## src/rtl/add_seq_pkg.sv

```systemverilog
// Shared types and helpers for the multi-word adder sequencer.
// The optional overflow output (macro ADD_SEQ_OVF_EN) is handled in add_seq_ctrl.
package add_seq_pkg;

    localparam int WORD_W = 16;
    // Widest supported operand (4 words); word_of() works on this width.
    localparam int MAX_W  = 4 * WORD_W;

    typedef enum logic [1:0] {
        IDLE   = 2'd0,
        SETTLE = 2'd1,
        DONE   = 2'd2
    } state_t;

    // Return 16-bit word idx of a (zero-extended) wide vector.
    function automatic logic [WORD_W-1:0] word_of(input logic [MAX_W-1:0] vec,
                                                  input int unsigned idx);
        return vec[idx*WORD_W +: WORD_W];
    endfunction

endpackage

```

## src/rtl/add_seq_settle_timer.sv

```systemverilog
// Settle timer: counts cycles while running and pulses o_expire on the
// cycle the count reaches SETTLE_CYCLES-1, then restarts from zero.
module add_seq_settle_timer
    import add_seq_pkg::*;
#(
    parameter int SETTLE_CYCLES = 2
) (
    input  logic clk,
    input  logic rst_n,
    input  logic i_clear,
    input  logic i_run,
    output logic o_expire
);

    localparam int CNT_W = (SETTLE_CYCLES > 1) ? $clog2(SETTLE_CYCLES) : 1;
    localparam logic [CNT_W-1:0] LAST = CNT_W'(SETTLE_CYCLES - 1);

    logic [CNT_W-1:0] r_cnt;
    logic             w_expire;

    assign w_expire = i_run && (r_cnt == LAST);
    assign o_expire = w_expire;

    // Cycle counter: cleared outside a settle window and on every expiry.
    always_ff @(posedge clk or negedge rst_n) begin
        if (!rst_n) begin
            r_cnt <= '0;
        end else if (i_clear || w_expire) begin
            r_cnt <= '0;
        end else if (i_run) begin
            r_cnt <= r_cnt + 1'b1;
        end
    end

endmodule

```

## src/rtl/add_seq_ctrl.sv

```systemverilog
// Multi-word operand sequencer around a 16-bit combinational adder.
// Feeds operands LS word first, waits SETTLE_CYCLES per word, chains the
// carry and returns the full-width result on a valid/ready handshake.
// Optional: define ADD_SEQ_OVF_EN to add the signed-overflow output res_ovf.
module add_seq_ctrl
    import add_seq_pkg::*;
#(
    parameter int WORDS         = 2,
    parameter int SETTLE_CYCLES = 2,
    localparam int DW           = WORD_W * WORDS
) (
    input  logic              clk,
    input  logic              rst_n,
    input  logic              in_valid,
    output logic              in_ready,
    input  logic [DW-1:0]     in_a,
    input  logic [DW-1:0]     in_b,
    input  logic              in_cin,
    output logic [WORD_W-1:0] op_a,
    output logic [WORD_W-1:0] op_b,
    output logic              op_cin,
    input  logic [WORD_W-1:0] add_sum,
    input  logic              add_cout,
    output logic              res_valid,
    input  logic              res_ready,
    output logic [DW-1:0]     res_sum,
    output logic              res_cout,
`ifdef ADD_SEQ_OVF_EN
    output logic              res_ovf,
`endif
    output logic              busy
);

    localparam logic [1:0] LAST_IDX = 2'(WORDS - 1);

    state_t            r_state;
    logic [1:0]        r_idx;
    logic [DW-1:0]     r_a;
    logic [DW-1:0]     r_b;
    logic [WORD_W-1:0] r_op_a;
    logic [WORD_W-1:0] r_op_b;
    logic              r_op_cin;
    logic [DW-1:0]     r_res_sum;
    logic              r_res_cout;
    logic              r_res_valid;
    logic              r_in_ready;
    logic              r_busy;
    logic              r_ovf;

    logic              w_accept;
    logic              w_expire;
    logic              w_last_word;

    assign w_accept    = r_in_ready && in_valid;
    assign w_last_word = (r_idx == LAST_IDX);

    assign in_ready  = r_in_ready;
    assign op_a      = r_op_a;
    assign op_b      = r_op_b;
    assign op_cin    = r_op_cin;
    assign res_valid = r_res_valid;
    assign res_sum   = r_res_sum;
    assign res_cout  = r_res_cout;
    assign busy      = r_busy;
`ifdef ADD_SEQ_OVF_EN
    assign res_ovf   = r_ovf;
`endif

    add_seq_settle_timer #(
        .SETTLE_CYCLES (SETTLE_CYCLES)
    ) u_timer (
        .clk      (clk),
        .rst_n    (rst_n),
        .i_clear  (r_state != SETTLE),
        .i_run    (r_state == SETTLE),
        .o_expire (w_expire)
    );

    // Operand capture: plain data, only meaningful while a transaction runs.
    always_ff @(posedge clk) begin
        if (w_accept) begin
            r_a <= in_a;
            r_b <= in_b;
        end
    end

    // Sequencer FSM with registered handshake, adder-drive and result outputs.
    always_ff @(posedge clk or negedge rst_n) begin
        if (!rst_n) begin
            r_state     <= IDLE;
            r_idx       <= '0;
            r_op_a      <= '0;
            r_op_b      <= '0;
            r_op_cin    <= 1'b0;
            r_res_sum   <= '0;
            r_res_cout  <= 1'b0;
            r_res_valid <= 1'b0;
            r_in_ready  <= 1'b1;
            r_busy      <= 1'b0;
            r_ovf       <= 1'b0;
        end else begin
            case (r_state)
                IDLE: begin
                    if (w_accept) begin
                        r_state    <= SETTLE;
                        r_idx      <= '0;
                        r_op_a     <= in_a[WORD_W-1:0];
                        r_op_b     <= in_b[WORD_W-1:0];
                        r_op_cin   <= in_cin;
                        r_res_sum  <= '0;
                        r_res_cout <= 1'b0;
                        r_ovf      <= 1'b0;
                        r_in_ready <= 1'b0;
                        r_busy     <= 1'b1;
                    end
                end
                SETTLE: begin
                    if (w_expire) begin
                        r_res_sum[r_idx*WORD_W +: WORD_W] <= add_sum;
                        if (w_last_word) begin
                            r_res_cout  <= add_cout;
                            // Signed overflow: equal operand signs, differing result sign.
                            r_ovf       <= (r_a[DW-1] == r_b[DW-1]) &&
                                           (add_sum[WORD_W-1] != r_a[DW-1]);
                            r_res_valid <= 1'b1;
                            r_state     <= DONE;
                        end else begin
                            r_idx    <= r_idx + 1'b1;
                            r_op_a   <= word_of(MAX_W'(r_a), 32'(r_idx) + 32'd1);
                            r_op_b   <= word_of(MAX_W'(r_b), 32'(r_idx) + 32'd1);
                            r_op_cin <= add_cout;
                        end
                    end
                end
                DONE: begin
                    if (res_ready) begin
                        r_res_valid <= 1'b0;
                        r_in_ready  <= 1'b1;
                        r_busy      <= 1'b0;
                        r_idx       <= '0;
                        r_state     <= IDLE;
                    end
                end
                default: begin
                    r_state <= IDLE;
                end
            endcase
        end
    end

endmodule
```

## config.mk

```make
export PLATFORM = sky130hd
export DESIGN_NAME = add_seq_ctrl
export DESIGN_NICKNAME = d
export VERILOG_FILES = /design/src/rtl/add_seq_pkg.sv /design/src/rtl/add_seq_settle_timer.sv /design/src/rtl/add_seq_ctrl.sv
export SDC_FILE = /design/constraint.sdc
export NUM_CORES = 1
export LEC_CHECK = 0
export ABC_AREA = 0
export CAP_MARGIN = 10
export CORE_ASPECT_RATIO = 1.25
export CORE_UTILIZATION = 46
export DETAILED_ROUTE_END_ITERATION = 8
export PLACE_DENSITY = 0.81
export SYNTH_ARGS = -nofsm -noshare
export SYNTH_HDL_FRONTEND = slang
export SYNTH_SLANG_ARGS = --single-unit
```

## constraint.sdc

```tcl
create_clock -name clk -period 2.8 [get_ports clk]
set_input_delay 0.56 -clock clk [delete_from_list [all_inputs] [get_ports clk]]
set_output_delay 0.56 -clock clk [all_outputs]
set_load 0.01 [all_outputs]
```

==> reports/qor.yml <==
tritoncts: "done"
die_w_um: 91.27
diodes: 0
critPathTopFamily: "flip-flops"
synth.avg_cell_area_um2: 14.10
start_kind: "register"
clk_pin_slew_worst_paths_ns: 0.07
numPortBuffers: 154
drv_cap: 0
seq_power_share_pct: 41.3
intPower_mw: 3.758
pwr-share-clk_pct: 25.2
synth.distinct_cells: 42
grt_antenna_before_repair: 0
grt_overflow: 0
max_freq_mhz: 487.4
track_usage_pct: 21.02
setup_viol: 0
cp-end-kind: "output port"
first_iter_violations: 143
cts_root_buf: "clkbuf_16"
postCtsHoldBufs: 0
chipHeight_um: 113.6
clkLatencyLatePin_ns: 0.34
synth_edf_count: 32
cts_buffers: 9
syn_nets: 415
core-area_mm2: 0.009659
cts_buffer_depth: 2
final_nets: 568
status: "finished, final reports clean"
initial_utilization_pct: 47.44
placedCellCount: 593
relSlewSlack_pct: 37.12
period_minus_slack_ns: 2.052
rows: 40
ios: 155
slew_violations: 0
synth_ff_type: "dfrtp_1"
detailed_place_hpwl_mm: 7.089
cts_setup_buffers: 0
fin_setup_tns_ns: 0
cp.buffers_inverters: 1
crit_path_cell_trace: "clkdlybuf4s50_1"
rsz0062_at_grt: "false"
ys_seq_area_share_pct: 61.41
synth_seq_cells: 106
leakagePower_nw: 2.673
drive_gt1_share_pct: 16.15
power.density_mw_per_mm2: 797.1
postSynthCellCount: 325
p_switching_mw: 1.464
htreeDepth: 3
slowest_stage: "dfstp_2"
area_growth_pct: 42.98
postRouteAntennaNets: 0
grt_pass1_vias: 3341
switching_share_pct: 28.03
final_cells: 609
clock-sinks: 106
period_share_pct: 73.28
cts_resized: 0
wl_per_cell_um: 16.52
comb_power_share_pct: 33.6
syn-cell-area_mm2: 0.004582
vias: 3163
grt_max_degree: 75
r2r_slack_ns: 0.75
ir_drop_mv: 0.4411
critPathKind: "reg2out"
dr.pass1.iters: 4
yosys_warnings: 0
drc_errors: 0
hold_viol: 0
place_congestion: 0.8174
die-area_mm2: 0.01037
cp_max_fo: 6
clock_skew_ns: 0.004826
hold_path_class: "in2async"
cp.arrival_ns: 1.49
crit_required_ns: 2.24
wl_mm: 10.06
async_flop_share_pct: 69.81
grt_pass1_wl_mm: 16.83
worst_path_largest_cell_delay_ns: 0.59
tightestPinTransition_ns: 0.9432
drt-vias-per-instance: 5.194
==> final cells by class <==
type,instances,area (um^2)
flip-flops and latches,106,2814
well taps,126,157.7
fillers,680,3108
clock buffers,11,232.7
repair buffers,163,1619
multi-input cells,178,1573
inverters,20,75.07
clock inverters,5,80.08
==> worst reg2reg max path, cell delays in order (launching register included) <==
cell      delay, ns
dfrtp_1        0.46
clkinv_1       0.20
ha_1           0.38
and4b_1        0.37
and3_1         0.26
mux2_2         0.26
==> power by group through the flow <==
stage          Sequential [mW]  Clock [mW]  Combinational (mW)
2_1_floorplan             2.29           0               0.667
4_1_cts                   2.16        1.35                1.77
5_1_grt                   2.20        1.41                1.89
6_report                  2.16        1.31                1.75
3_3_place_gp              2.17           0                1.71
3_5_place_dp              2.18           0                1.77
==> through the flow <==
step / utilization [%] / worst slack [ns] / power [mW] / hold WS (ns) / instance area (um^2)
after floorplan: - / 0.6096 / 2.954 / 0.2644 / 4582
after global placement: 64.59 / 0.6631 / 3.879 / 0.4770 / 6238
after detailed placement: 64.59 / 0.6178 / 3.945 / 0.4870 / 6238
after CTS: 67.82 / 0.7266 / 5.282 / 0.3947 / 6551
after global routing: 67.82 / 0.6420 / 5.502 / 0.4397 / 6551
final: 67.82 / 0.7482 / 5.222 / 0.3382 / 6551
==> sequential cells by signal, summed over array words and instances, names as in the netlist <==
register	cells
r_idx	2
in_ready	1
res_sum	32
op_a	16
r_state	2
res_valid	1
u_timer.r_cnt	1
busy	1
res_cout	1
r_b	16
op_cin	1
r_a	16
op_b	16
==> worst paths after layout <==
kind                               end      from  cells after the start
max in group asynchronous         busy     rst_n                      1
setup reg to reg           res_sum[22]  r_idx[0]                      5
min in group clk               op_b[2]   op_b[2]                      1
hold reg to reg                op_b[2]   op_b[2]                      1
setup / recovery              in_ready  in_ready                      1
hold / removal             res_sum[31]     rst_n                      1
==> logic make-up (layout without fill, tap and decap cells) <==
kind of cell / after synthesis / in the layout / synth area share (%)
buf+inv: 41 / 199 / 4.396
mux: 66 / 66 / 15.78
fa+ha+maj: 4 / 4 / 1.092
simple gates: 57 / 57 / 7.920
compound gates: 51 / 51 / 9.394
flops: 106 / 106 / 61.41
==> cell usage in the layout (no fill, tap or decap), drive strengths merged, types with 4 or more instances in the layout <==
cell           netlist  routed
buf                 14      10
ha                   4       4
mux2i               16      16
dfrtp               73      73
inv                 19      19
nor2                 4       4
a21oi                7       7
clkdlybuf4s50        0     153
clkbuf               7      11
edfxtp              32      32
a22o                33      33
mux2                50      50
and3                16      16
nand3               18      18
==> Yosys cell counts, drive strengths merged (3+ instances only) <==
cell	number	area (um^2)
inv	19	71.32
and3	16	100.1
nand3	18	90.09
clkbuf	7	26.28
dfrtp	73	1827
ha	4	50.05
mux2i	16	160.2
a22o	33	289.0
nand2	3	11.26
a21oi	7	61.31
edfxtp	32	960.9
buf	14	100.1
nor2	4	15.01
mux2	50	563.0
nand2b	3	18.77
o21ai	3	15.01
==> per-layer routing <==
| metal | up-vias | share of wire, % | GRT usage (%) |
|---|---|---|---|
| met4 | 0 | 1.4 | 7.090 |
| met2 | 122 | 50 | 35.00 |
| li1 | 1501 | - | - |
| met1 | 1529 | 41 | 25.89 |
| met5 | - | 0 | 0 |
| met3 | 11 | 7.6 | 6.933 |
Power figures use the tool's default switching activity.
